`config.mk`:
```
export PLATFORM = sky130hd
export DESIGN_NAME = stopwatch_control_flat
export DESIGN_NICKNAME = d
export VERILOG_FILES = /design/src/rtl/stopwatch_pkg.sv /design/src/rtl/stopwatch_control_if.sv /design/src/rtl/stopwatch_control_debounce.sv /design/src/rtl/stopwatch_control.sv /design/src/flat_wrapper.sv
export SDC_FILE = /design/constraint.sdc
export NUM_CORES = 1
export LEC_CHECK = 0
export CORE_ASPECT_RATIO = 1.4
export CORE_MARGIN = 1.5
export CORE_UTILIZATION = 45
export CTS_BUF_LIST = sky130_fd_sc_hd__clkbuf_2 sky130_fd_sc_hd__clkbuf_4 sky130_fd_sc_hd__clkbuf_8
export CTS_CLUSTER_DIAMETER = 120
export DETAILED_ROUTE_END_ITERATION = 8
export GPL_ROUTABILITY_DRIVEN = 0
export PLACE_DENSITY_LB_ADDON = 0.2
export SLEW_MARGIN = 25
export SYNTH_ARGS = -nofsm -noshare
export SYNTH_HDL_FRONTEND = slang
export SYNTH_HIERARCHICAL = 1
export SYNTH_SLANG_ARGS = --single-unit
```
`constraint.sdc`:
```
create_clock -name clk -period 2.1 [get_ports clk]
set_clock_uncertainty 0.2 [all_clocks]
set_input_delay 0.42 -clock clk [delete_from_list [all_inputs] [get_ports clk]]
set_output_delay 0.42 -clock clk [all_outputs]
set_load 0.02 [all_outputs]
```
`src/rtl/stopwatch_pkg.sv`:
```
// Shared state encoding, direction constants and default rates for the
// stopwatch control stage.
package stopwatch_pkg;

  typedef enum logic [1:0] {
    IDLE  = 2'd0,
    RUN   = 2'd1,
    PAUSE = 2'd2,
    DONE  = 2'd3
  } state_e;

  localparam logic DIR_UP   = 1'b0;
  localparam logic DIR_DOWN = 1'b1;

  localparam int DEFAULT_CLK_HZ          = 100_000_000;
  localparam int DEFAULT_TICK_HZ         = 100;
  localparam int DEFAULT_DEBOUNCE_CYCLES = 1_000_000;

endpackage

```
`src/rtl/stopwatch_control_if.sv`:
```
// Button/switch inputs and counter-chain control outputs of the stopwatch
// control stage; master drives the buttons, slave is the control block.
interface stopwatch_control_if;

  logic btn_start_stop;
  logic btn_clear;
  logic sw_dir;
  logic chain_at_limit;
  logic tick;
  logic up_down;
  logic clear;
  logic running;
  logic done;

  modport master (
    output btn_start_stop,
    output btn_clear,
    output sw_dir,
    output chain_at_limit,
    input  tick,
    input  up_down,
    input  clear,
    input  running,
    input  done
  );

  modport slave (
    input  btn_start_stop,
    input  btn_clear,
    input  sw_dir,
    input  chain_at_limit,
    output tick,
    output up_down,
    output clear,
    output running,
    output done
  );

endinterface

```
`src/rtl/stopwatch_control_debounce.sv`:
```
// Button conditioner: two-flop synchronizer, stability counter and a
// registered one-cycle pulse on the accepted rising edge.
module debounce #(
  parameter int DEBOUNCE_CYCLES = 1_000_000
) (
  input  logic clk,
  input  logic rst,
  input  logic btn_i,
  output logic press_o
);

  localparam int CW = $clog2(DEBOUNCE_CYCLES + 1);

  if (DEBOUNCE_CYCLES < 1) begin : gCycleCheck
    $error("debounce: DEBOUNCE_CYCLES must be at least 1");
  end

  logic [1:0]    sync_q;
  logic          level_q;
  logic          level_d;
  logic [CW-1:0] stableCnt_q;
  logic [CW-1:0] stableCnt_d;
  logic          press_q;
  logic          press_d;

  always_ff @(posedge clk or negedge rst) begin
    if (!rst) begin
      sync_q      <= 2'b00;
      level_q     <= 1'b0;
      stableCnt_q <= '0;
      press_q     <= 1'b0;
    end else begin
      sync_q      <= {sync_q[0], btn_i};
      level_q     <= level_d;
      stableCnt_q <= stableCnt_d;
      press_q     <= press_d;
    end
  end

  // Any sample equal to the accepted level restarts the stability run.
  always_comb begin
    level_d     = level_q;
    stableCnt_d = '0;
    press_d     = 1'b0;
    if (sync_q[1] != level_q) begin
      if (stableCnt_q == CW'(DEBOUNCE_CYCLES - 1)) begin
        level_d = sync_q[1];
        press_d = sync_q[1];
      end else begin
        stableCnt_d = stableCnt_q + 1'b1;
      end
    end
  end

  assign press_o = press_q;

endmodule

```
`src/rtl/stopwatch_control.sv`:
```
// Stopwatch control: debounced buttons, run/pause/done FSM, tick prescaler
// and direction latch feeding the BCD digit-counter chain.
module stopwatch_control
  import stopwatch_pkg::*;
#(
  parameter int CLK_HZ          = DEFAULT_CLK_HZ,
  parameter int TICK_HZ         = DEFAULT_TICK_HZ,
  parameter int DEBOUNCE_CYCLES = DEFAULT_DEBOUNCE_CYCLES
) (
  input logic                clk,
  input logic                rst,
  stopwatch_control_if.slave bus
);

  localparam int DIV = CLK_HZ / TICK_HZ;
  localparam int PW  = (DIV >= 2) ? $clog2(DIV) : 1;

  if (DIV < 2) begin : gDivCheck
    $error("stopwatch_control: CLK_HZ/TICK_HZ must be at least 2");
  end

  logic          startPress;
  logic          clearPress;
  logic [1:0]    dirSync_q;
  state_e        state_q;
  state_e        state_d;
  logic [PW-1:0] prescaler_q;
  logic [PW-1:0] prescaler_d;
  logic          tick_q;
  logic          tick_d;
  logic          clear_q;
  logic          clear_d;
  logic          upDown_q;
  logic          upDown_d;
  logic          running_q;
  logic          running_d;
  logic          done_q;
  logic          done_d;

  debounce #(.DEBOUNCE_CYCLES(DEBOUNCE_CYCLES)) uStartStop (
    .clk     (clk),
    .rst     (rst),
    .btn_i   (bus.btn_start_stop),
    .press_o (startPress)
  );

  debounce #(.DEBOUNCE_CYCLES(DEBOUNCE_CYCLES)) uClear (
    .clk     (clk),
    .rst     (rst),
    .btn_i   (bus.btn_clear),
    .press_o (clearPress)
  );

  always_ff @(posedge clk or negedge rst) begin
    if (!rst) begin
      dirSync_q   <= 2'b00;
      state_q     <= IDLE;
      prescaler_q <= '0;
      tick_q      <= 1'b0;
      clear_q     <= 1'b0;
      upDown_q    <= DIR_UP;
      running_q   <= 1'b0;
      done_q      <= 1'b0;
    end else begin
      dirSync_q   <= {dirSync_q[0], bus.sw_dir};
      state_q     <= state_d;
      prescaler_q <= prescaler_d;
      tick_q      <= tick_d;
      clear_q     <= clear_d;
      upDown_q    <= upDown_d;
      running_q   <= running_d;
      done_q      <= done_d;
    end
  end

  // Clear wins over start/stop; in down mode a wrap at the chain limit
  // becomes the transition to DONE instead of a tick.
  always_comb begin
    state_d     = state_q;
    prescaler_d = prescaler_q;
    tick_d      = 1'b0;
    clear_d     = 1'b0;
    upDown_d    = upDown_q;
    if (state_q == IDLE) begin
      upDown_d = dirSync_q[1];
    end
    if (clearPress) begin
      clear_d     = 1'b1;
      state_d     = IDLE;
      prescaler_d = '0;
    end else begin
      case (state_q)
        IDLE: begin
          if (startPress) begin
            state_d     = RUN;
            prescaler_d = '0;
          end
        end
        RUN: begin
          if (startPress) begin
            state_d = PAUSE;
          end else if (prescaler_q == PW'(DIV - 1)) begin
            prescaler_d = '0;
            if ((upDown_q == DIR_DOWN) && bus.chain_at_limit) begin
              state_d = DONE;
            end else begin
              tick_d = 1'b1;
            end
          end else begin
            prescaler_d = prescaler_q + 1'b1;
          end
        end
        PAUSE: begin
          if (startPress) begin
            state_d = RUN;
          end
        end
        DONE: begin
          state_d = DONE;
        end
        default: begin
          state_d = IDLE;
        end
      endcase
    end
    running_d = (state_d == RUN);
    done_d    = (state_d == DONE);
  end

  assign bus.tick    = tick_q;
  assign bus.clear   = clear_q;
  assign bus.up_down = upDown_q;
  assign bus.running = running_q;
  assign bus.done    = done_q;

endmodule

```
`src/flat_wrapper.sv`:
```
// flat-port wrapper written by rule: the top's interface ports become plain ports
module stopwatch_control_flat import stopwatch_pkg::*;
#(
  parameter int CLK_HZ          = DEFAULT_CLK_HZ,
  parameter int TICK_HZ         = DEFAULT_TICK_HZ,
  parameter int DEBOUNCE_CYCLES = DEFAULT_DEBOUNCE_CYCLES
)
  (clk, rst, bus_btn_start_stop, bus_btn_clear, bus_sw_dir, bus_chain_at_limit, bus_tick, bus_up_down, bus_clear, bus_running, bus_done);
  stopwatch_control_if bus_i ();
  input logic clk;
  input logic rst;
  input wire logic [$bits(bus_i.btn_start_stop)-1:0] bus_btn_start_stop;
  input wire logic [$bits(bus_i.btn_clear)-1:0] bus_btn_clear;
  input wire logic [$bits(bus_i.sw_dir)-1:0] bus_sw_dir;
  input wire logic [$bits(bus_i.chain_at_limit)-1:0] bus_chain_at_limit;
  output wire logic [$bits(bus_i.tick)-1:0] bus_tick;
  output wire logic [$bits(bus_i.up_down)-1:0] bus_up_down;
  output wire logic [$bits(bus_i.clear)-1:0] bus_clear;
  output wire logic [$bits(bus_i.running)-1:0] bus_running;
  output wire logic [$bits(bus_i.done)-1:0] bus_done;
  assign bus_i.btn_start_stop = bus_btn_start_stop;
  assign bus_i.btn_clear = bus_btn_clear;
  assign bus_i.sw_dir = bus_sw_dir;
  assign bus_i.chain_at_limit = bus_chain_at_limit;
  assign bus_tick = bus_i.tick;
  assign bus_up_down = bus_i.up_down;
  assign bus_clear = bus_i.clear;
  assign bus_running = bus_i.running;
  assign bus_done = bus_i.done;
  stopwatch_control #(.CLK_HZ(CLK_HZ), .TICK_HZ(TICK_HZ), .DEBOUNCE_CYCLES(DEBOUNCE_CYCLES)) u_core (.clk(clk), .rst(rst), .bus(bus_i));
endmodule
```
==> reports/qor.yml <==
nets: 446
grt_pass1_wl_mm: 14.1
vias_per_cell: 5.48
area_delta_synth_final_pct: 22.0
worst_path_max_delay_cell: "or4_4"
synth_area_um2: 3910
worst-path-buf-inv: 0
rrSetupSlack_ns: 0.06
start_kind: "flip-flop"
power-per-cell-area_nw_per_um2: 565
drc_errors: 0
setup.worst_path.end: "u_core/uStartStop/level_q"
clock-sinks: 77
wirelength_mm: 8.09
fin_crit_sh: 0.969
use_met1: 0.239
wl_per_cell_um: 14.8
worstPathArrival_ns: 2.08
rr_startpoint: "u_core/uStartStop/stableCnt_q[16]"
cts.clk_slew.worst_paths_ns: 0.08
placed_area_um2: 4430
nFillCells: 749
path_class: "reg -> reg"
fin_area_um2: 4770
dp_hpwl_mm: 5.59
cp_max_fo: 4
maxCapViolCount: 0
synth-seq-cells: 77
synthArstFlopShare: 1.00
syn_inst: 373
worst_pin_slew_ns: 0.463
ant_nets: 0
ioPinCount: 11
multiInputGateArea_um2: 1940
start_util: 0.459
maxSlewHeadroom: 0.691
fin_cells: 547
grt_pass1_vias: 3059
leakage_nw: 2.06
r2r-end: "u_core/uStartStop/level_q"
drt_iter0_markers: 145
cts_tree: "done"
final.setup.tns_ns: 0
grt_start_max_net_pins: 37
coreArea_um2: 8510
io_buffers: 10
finalHoldViolCount: 0
drv_slew: 0
dr_total_vias: 3000
antenna_found_initial: 0
reg2reg_depth: 4
slowest_delay_ns: 0.53
placed_cells: 522
cts_buffers: 9
root_buffer: "clkbuf_8"
peakVddDrop_uv: 433
path_cells: "nand3_2 -> or3_4 -> or4_4 -> mux2_4"
synth_ff_type: "dfrtp_1"
max_freq_mhz: 491
crit_start: "u_core/uStartStop/stableCnt_q[16]"
fp.dieW_um: 81.8
status: "finished clean"
met2_usage: 0.335
cts_buffer_depth: 2
use_met3: 0.0395
register_area_um2: 1930
rows: 40
htreeDepth: 3
grt_use_total: 0.197
whs_ns: 0.156
grt_busiest_layer: "met2"
drive_gt1_frac: 0.235
ys_types: 46
required_ns: 2.14
post-route-min-period_ns: 2.04
synth_edf_count: 0
dieArea_um2: 9260
grt-ovfl-total: 0
seq_area_frac_synth: 0.493
syn_avg_cell_area_um2: 10.5
dr.pass1.iters: 4
clock_latency_ns: 0.35
synth_fp_nets: 382
setup_violations: 0
die_h_um: 113
ys_warn_count: 6
end_kind: "flip-flop"
cp_num_cells: 4
hp-class: "reg -> reg"
antenna_cells: 0
crit_family: "simple AND/OR/NAND/NOR gates"
rsz0062_at_grt: "true"
-- state kept, by name, summed over array words and instances (netlist names) --
| name | count |
|---|---|
| u_core/uStartStop/stableCnt_q | 20 |
| u_core/bus.tick | 1 |
| u_core/uClear/sync_q | 2 |
| u_core/bus.up_down | 1 |
| u_core/prescaler_q | 20 |
| u_core/dirSync_q | 2 |
| u_core/uClear/level_q | 1 |
| u_core/uStartStop/sync_q | 2 |
| u_core/uClear/press_o | 1 |
| u_core/uStartStop/level_q | 1 |
| u_core/bus.clear | 1 |
| u_core/bus.running | 1 |
| u_core/bus.done | 1 |
| u_core/uClear/stableCnt_q | 20 |
| u_core/state_q | 2 |
| u_core/uStartStop/press_o | 1 |
-- stage by stage --
stage	util	worst slack [ns]	total power, mW
2_1_floorplan	-	0.114	1.57
3_3_place_gp	0.521	-0.154	1.63
3_5_place_dp	0.521	-0.102	1.63
4_1_cts	0.548	0.0144	2.74
5_1_grt	0.560	-0.0128	2.80
6_report	0.560	0.0650	2.70
-- timing repair --
action | 4_1_cts | 5_1_grt
hold endpoints to repair | 20 | 0
buffers inserted | 0 | 8
gates resized for setup | 4 | 9
cloned | 0 | 0
setup endpoints to repair | 5 | 18
hold buffers | 1 | 0
pin swaps | 2 | 10
-- synth_stat cells (4+ instances only) --
cell type	count	area, µm²
nand3_2	4	40.0
nor3_1	7	35.0
o21ai_0	10	50.1
nand4_1	10	62.6
a31oi_1	15	93.8
nor4_2	4	50.1
and4_1	8	70.1
xor2_1	17	149
nor4_1	4	25.0
a22o_1	6	52.6
or4_1	9	67.6
clkbuf_1	5	18.8
nand3_1	14	70.1
nand4_2	4	50.1
inv_1	7	26.3
nand2_1	33	124
dfrtp_1	77	1930
o31ai_1	6	45.0
and3_1	13	81.3
a21oi_1	15	75.1
nor2_1	39	146
xnor2_1	16	140
a41oi_1	4	35.0
-- kinds of logic after synthesis --
kind of cell | count (synthesis) | share of synthesized area
flip-flops | 77 | 0.493
adder cells (fa/ha/maj) | 3 | 0.00960
buffers and inverters | 19 | 0.0256
AND/OR/NAND/NOR | 171 | 0.258
XOR/XNOR | 33 | 0.0739
AO/OA/AOI/OAI | 63 | 0.119
multiplexers | 7 | 0.0211
-- placed cells by master, fill, tap and decap left out, drive strengths merged, types with 14 or more instances in the layout --
master	count
a31oi	15
nand4	14
a21oi	15
nor2	39
nand3	18
dfrtp	77
xnor2	16
buf	55
xor2	17
nand2	33
-- layer usage --
| metal | up-vias | routed length (µm) |
|---|---|---|
| li1 | 1499 | - |
| met1 | 1454 | 3510 |
| met2 | 38 | 4230 |
| met3 | 9 | 185 |
| met4 | 0 | 162 |
| met5 | - | 0 |
-- worst min-delay path by stage --
| stage | from | end | slack, ns | cells after the start |
|---|---|---|---|---|
| detailed placement | rst | u_core/uClear/stableCnt_q[14] | 0.13 | 1 |
| CTS | u_core/uStartStop/sync_q[0] | u_core/uStartStop/sync_q[1] | 0.16 | 0 |
| floorplan | rst | u_core/bus.clear | -0.08 | 0 |
| global route | u_core/dirSync_q[0] | u_core/dirSync_q[1] | 0.17 | 0 |
| global placement | rst | u_core/uClear/stableCnt_q[14] | 0.13 | 1 |
| finish | u_core/uStartStop/sync_q[0] | u_core/uStartStop/sync_q[1] | 0.16 | 0 |
-- final cells by class --
type,instances,share of cell area
well taps,105,0.0276
flip-flops and latches,77,0.404
clock buffers,13,0.0375
repair buffers,65,0.114
multi-input cells,277,0.408
clock inverters,3,0.00367
inverters,7,0.00551
-- power breakdown --
group	internal [mW]	switching (mW)	total, mW	leakage, nW
clock network	0.555	0.540	1.09	0.101
logic	0.0361	0.0549	0.0909	0.908
registers	1.50	0.0126	1.51	1.05
total	2.09	0.607	2.70	2.06
No activity file was read; power rests on OpenSTA's default activity.
